[src/rtl/tv_apply_engine.sv]
// Test-vector apply engine: streams vectors into the CUT, waits a settle time, compares against gold.
// Define TV_APPLY_MISR_EN to add a MISR signature (misr_sig) over the CUT responses.
module tv_apply_engine #(
    parameter int unsigned VEC_W      = 50,
    parameter int unsigned RESP_W     = 22,
    parameter int unsigned SETTLE_CYC = 6,
    parameter int unsigned IDX_W      = 16
`ifdef TV_APPLY_MISR_EN
    ,
    parameter logic [RESP_W-1:0] MISR_POLY = RESP_W'(32'h200001)
`endif
) (
    input  logic              clk,
    input  logic              rst_n,
    input  logic              start,
    input  logic              vec_valid,
    input  logic [VEC_W-1:0]  vec_data,
    input  logic              vec_last,
    output logic              vec_ready,
    output logic [VEC_W-1:0]  cut_in,
    input  logic [RESP_W-1:0] cut_resp,
    input  logic [RESP_W-1:0] gold_resp,
    output logic              busy,
    output logic              done,
    output logic [IDX_W-1:0]  vec_cnt,
    output logic [IDX_W-1:0]  fail_cnt,
    output logic [IDX_W-1:0]  first_fail_idx,
    output logic              first_fail_valid,
    output logic              pass
`ifdef TV_APPLY_MISR_EN
    ,
    output logic [RESP_W-1:0] misr_sig
`endif
);

    typedef enum logic [2:0] {
        StIdle,
        StFetch,
        StSettle,
        StCompare,
        StDone
    } stateT;

    localparam logic [7:0]       SettleLoad = 8'(SETTLE_CYC - 1);
    localparam logic [IDX_W-1:0] IdxMax     = '1;

    stateT              stateQ, stateD;
    logic [VEC_W-1:0]   cutInQ, cutInD;
    logic               lastQ, lastD;
    logic [7:0]         settleQ, settleD;
    logic [IDX_W-1:0]   vecCntQ, vecCntD;
    logic [IDX_W-1:0]   failCntQ, failCntD;
    logic [IDX_W-1:0]   ffIdxQ, ffIdxD;
    logic               ffValidQ, ffValidD;
    logic               mismatch;
`ifdef TV_APPLY_MISR_EN
    logic [RESP_W-1:0]  misrQ, misrD;
`endif

    assign mismatch = (cut_resp != gold_resp);

    always_comb begin
        stateD   = stateQ;
        cutInD   = cutInQ;
        lastD    = lastQ;
        settleD  = settleQ;
        vecCntD  = vecCntQ;
        failCntD = failCntQ;
        ffIdxD   = ffIdxQ;
        ffValidD = ffValidQ;
`ifdef TV_APPLY_MISR_EN
        misrD    = misrQ;
`endif
        unique case (stateQ)
            StIdle, StDone: begin
                if (start) begin
                    vecCntD  = '0;
                    failCntD = '0;
                    ffIdxD   = '0;
                    ffValidD = 1'b0;
`ifdef TV_APPLY_MISR_EN
                    misrD    = '0;
`endif
                    stateD   = StFetch;
                end
            end
            StFetch: begin
                if (vec_valid) begin
                    cutInD  = vec_data;
                    lastD   = vec_last;
                    settleD = SettleLoad;
                    stateD  = StSettle;
                end
            end
            StSettle: begin
                if (settleQ == 8'd0) begin
                    stateD = StCompare;
                end else begin
                    settleD = settleQ - 8'd1;
                end
            end
            StCompare: begin
                if (mismatch) begin
                    if (failCntQ != IdxMax) begin
                        failCntD = failCntQ + 1'b1;
                    end
                    if (!ffValidQ) begin
                        ffIdxD   = vecCntQ;
                        ffValidD = 1'b1;
                    end
                end
                if (vecCntQ != IdxMax) begin
                    vecCntD = vecCntQ + 1'b1;
                end
`ifdef TV_APPLY_MISR_EN
                misrD = {misrQ[RESP_W-2:0], 1'b0}
                        ^ (misrQ[RESP_W-1] ? MISR_POLY : '0)
                        ^ cut_resp;
`endif
                stateD = lastQ ? StDone : StFetch;
            end
            default: stateD = StIdle;
        endcase
    end

    always_ff @(posedge clk or negedge rst_n) begin
        if (!rst_n) begin
            stateQ   <= StIdle;
            cutInQ   <= '0;
            lastQ    <= 1'b0;
            settleQ  <= '0;
            vecCntQ  <= '0;
            failCntQ <= '0;
            ffIdxQ   <= '0;
            ffValidQ <= 1'b0;
`ifdef TV_APPLY_MISR_EN
            misrQ    <= '0;
`endif
        end else begin
            stateQ   <= stateD;
            cutInQ   <= cutInD;
            lastQ    <= lastD;
            settleQ  <= settleD;
            vecCntQ  <= vecCntD;
            failCntQ <= failCntD;
            ffIdxQ   <= ffIdxD;
            ffValidQ <= ffValidD;
`ifdef TV_APPLY_MISR_EN
            misrQ    <= misrD;
`endif
        end
    end

    assign vec_ready        = (stateQ == StFetch);
    assign busy             = (stateQ == StFetch) || (stateQ == StSettle) || (stateQ == StCompare);
    assign done             = (stateQ == StDone);
    assign pass             = done && (failCntQ == '0);
    assign cut_in           = cutInQ;
    assign vec_cnt          = vecCntQ;
    assign fail_cnt         = failCntQ;
    assign first_fail_idx   = ffIdxQ;
    assign first_fail_valid = ffValidQ;
`ifdef TV_APPLY_MISR_EN
    assign misr_sig         = misrQ;
`endif

endmodule

[config.mk]
export PLATFORM = sky130hd
export DESIGN_NAME = tv_apply_engine
export DESIGN_NICKNAME = d
export VERILOG_FILES = /design/src/rtl/tv_apply_engine.sv
export SDC_FILE = /design/constraint.sdc
export NUM_CORES = 1
export LEC_CHECK = 0
export ABC_CLOCK_PERIOD_IN_PS = 2100
export BUFFER_PORTS_ARGS = -buffer_cell sky130_fd_sc_hd__buf_2
export CORE_ASPECT_RATIO = 0.75
export CORE_UTILIZATION = 49
export DETAILED_ROUTE_END_ITERATION = 12
export GPL_TIMING_DRIVEN = 0
export PLACE_DENSITY = 0.88
export SLEW_MARGIN = 10
export SYNTH_ARGS = -nofsm -noshare
export SYNTH_HDL_FRONTEND = slang
export SYNTH_SLANG_ARGS = --single-unit
[constraint.sdc]
create_clock -name clk -period 2.1 [get_ports clk]
set_input_delay 0.105 -clock clk [delete_from_list [all_inputs] [get_ports clk]]
set_output_delay 0.105 -clock clk [all_outputs]
set_load 0.005 [all_outputs]
==> impl_results.md <==
- #FFs+latches synth: 111
- Worst VDD drop: 0.000648 V
- GRT Overall Usage: 0.289
- Final worst slack: -0.0221 ns
- Placer Congestion: 0.879
- Internal power: 5.32 mW
- Synth area leader: dfrtp_1
- Final core utilization: 0.734
- R2R cell count: 9
- Initial antenna violation count: 0
- Max FO, Critical Path: 3
- Crit path required time: 2.00 ns
- DIE AREA: 0.0113 mm^2
- Count of flip-flops with a built-in enable after synthesis: 0
- Failing checks: setup timing
- Sequential share of power: 0.390
- Syn nets: 688
- First-pass GRT wire length: 25400 um
- YS warnings: 0
- RR Endpoint: fail_cnt[10]
- Nets@finish: 973
- Post-DP HPWL: 10200 um
- Highest Clock Rate: 471 MHz
- Net switching power: 3.09 mW
- Vias per Instance: 5.49
- Synth area leaders: dfrtp_1 52%, nand2_1 13%, xor2_1 4.6%
- Longest Clk Path Bufs: 2
- DRT Pass-1 Iters: 5
- Cell Pwr Density: 1100 mW/mm^2
- I/O Buffers: 201
- Synth top cells by count: 184 x nand2_1, 111 x dfrtp_1, 38 x nor2_1, 31 x o21ai_0, 28 x xor2_1
- Critical path endpoint category: output pin
- Status: finished with violations
- Ys async rst share: 1.00
- P_leak: 4.07 nW
- Root buf cell: clkbuf_16
- Placed insts: 922
- CTS H-tree lvls: 3
- Worst Setup Start Kind: flop
- Placement row count: 32
- WS Path Type: reg -> out
- R2r setup slk: 0.05 ns
- Avg Inst Size Synth: 9.13 um^2
- Register area share after synthesis: 0.521
- Final setup vio count: 1
- Iteration-0 DRC Markers: 455
- Final Skew: 0.00953 ns
- Hold Slack: 0.309 ns
- Clock latency on the worst-skew pair: 0.35 ns
- Cell variety after synth: 47
- Die extent in y: 92.4 um
- Fin cells: 1010
- Share of the synthesized area in the top cell type: 0.521
- CTS buffer count: 9
- Post-detailed-route wirelength per cell: 16.4 um
- CTS tree: yes
- Final hold vios: 0
- Crit Reg-Reg Startpoint: stateQ[1]
- Slew Limit Fails: 0
- Layout cells sized above 1: 0.313
- Slew @ Worst Pin: 0.542 ns
- Total grt overflow: 0
- Largest net degree at the start of global routing: 58
- # fillers: 730
- Area Growth Syn to Fin: 43.8%
- Slew headroom: 0.634
- DRT Wirelength: 16600 um
- Setup TNS: -0.0221 ns
- Most common cell in the netlist: nand2_1
- Vias in the first global route: 5325
- DRT antenna net count: 0
- Clock share of power: 0.233
- Post-Syn Area: 0.00533 mm^2
- Vias: 5547
- I/O Pins: 202
- Gate power share: 0.377
- Die width: 122 um
- Worst Hold Class: in -> async
- Sw Share: 0.367
- Ys flop type: dfrtp_1
- Max cap viols: 0
- Final worst path period share: 1.01
- Design Power: 8.41 mW
- Clock tree sinks: 111
- Starting Density: 0.510
- DRC viols: 0
- Crit path DAT: 2.02 ns
- Fin crit period: 2.12 ns
- Clk pin slew, worst setup/hold paths: 0.07 ns
- Syn Inst Count: 584
- Core footprint: 0.0105 mm^2
[layout make-up]
| cell class | count | area, um^2 | share of cell area |
|---|---|---|---|
| clock inverter | 6 | 115 | 0.0150 |
| multi-input combinational | 432 | 2440 | 0.318 |
| sequential | 111 | 2780 | 0.362 |
| inverter | 10 | 37.5 | 0.00489 |
| clock buffer | 9 | 225 | 0.0294 |
| antenna | 1 | 2.50 | 0.000326 |
| timing repair buffer | 274 | 1720 | 0.225 |
| tap | 136 | 170 | 0.0222 |
| buffer | 31 | 183 | 0.0238 |
[worst max path at each step]
stage	from	to	slack [ns]	cells after the start
after floorplan	stateQ[1]	fail_cnt[11]	0.20	9
after global placement	rst_n	cut_in[29]	-0.35	1
after detailed placement	stateQ[2]	first_fail_valid	-0.20	6
after CTS	settleQ[0]	settleQ[5]	0.005	8
after global routing	vec_cnt[1]	vec_cnt[9]	-0.04	7
final	fail_cnt[0]	pass	-0.02	6
[metrics by stage]
step,cell area (um^2),setup WS (ns)
6_report,7670,-0.0221
5_1_grt,7670,-0.0356
4_1_cts,7500,0.00509
3_5_place_dp,6540,-0.202
3_3_place_gp,6510,-0.350
2_1_floorplan,5330,0.196
[worst max-delay path, cell delays in order, from the launching register on]
cell and delay [ns]:
dfrtp_1 0.41, buf_4 0.15, inv_1 0.07, ha_1 0.20, nor4b_1 0.48, and4_1 0.25
buf_2 0.11
[metal layers]
metal / global-route usage / vias to the layer above / part of all wire
met4: 0.127 / 0 / 0.040
met3: 0.0579 / 79 / 0.069
met1: 0.354 / 2620 / 0.40
met2: 0.492 / 309 / 0.50
li1: - / 2539 / -
met5: 0 / - / 0
[kinds of logic (layout without fill, tap and decap cells)]
kind of cell / Yosys count / after routing / synth area share
DFF: 111 / 111 / 0.521
xor gates and xnor gates: 42 / 42 / 0.0690
AOI/OAI and AO/OA: 78 / 78 / 0.0988
adders and majority gates: 5 / 5 / 0.0117
and+or+nand+nor: 306 / 306 / 0.263
other: 0 / 1 / 0
muxes: 1 / 1 / 0.00188
buffers and inverters: 41 / 330 / 0.0347
[cell usage in the layout (no fill, tap or decap), types with 4 or more instances in the layout]
cell,count
dfrtp_1,109
clkbuf_2,4
nand3_1,20
nor2_1,38
nand3b_1,5
a21oi_1,6
and3_1,10
nor3_1,4
nand2_1,183
o22a_1,10
nor4_1,6
dlygate4sd3_1,54
clkbuf_1,14
nand4_1,11
buf_6,9
o21ai_0,31
ha_1,4
xor2_1,28
inv_1,10
o31ai_1,16
buf_2,204
clkbuf_16,9
xnor2_1,14
buf_4,17
[flip-flops by register name, summed over array words and instances (netlist names)]
register          cells
stateQ                3
fail_cnt             16
lastQ                 1
first_fail_valid      1
vec_cnt              16
cut_in               50
settleQ               8
first_fail_idx       16
[power groups by stage]
| stage | logic, mW | clock network (mW) | registers [mW] |
|---|---|---|---|
| 6_report | 3.17 | 1.96 | 3.28 |
| 4_1_cts | 2.90 | 1.98 | 3.23 |
| 5_1_grt | 3.49 | 2.08 | 3.35 |
| 3_5_place_dp | 2.78 | 0 | 3.26 |
| 3_3_place_gp | 2.69 | 0 | 3.23 |
| 2_1_floorplan | 1.52 | 0 | 3.27 |
[what timing repair did]
item / in CTS / in global routing
hold endpoints to repair: 107 / 0
cloned: 0 / 1
resized for setup: 10 / 25
setup buffers: 5 / 12
endpoints found under the setup margin: 36 / 36
pin swaps: 4 / 8
hold buffers: 54 / 0
No activity file was read; power rests on OpenSTA's default activity.
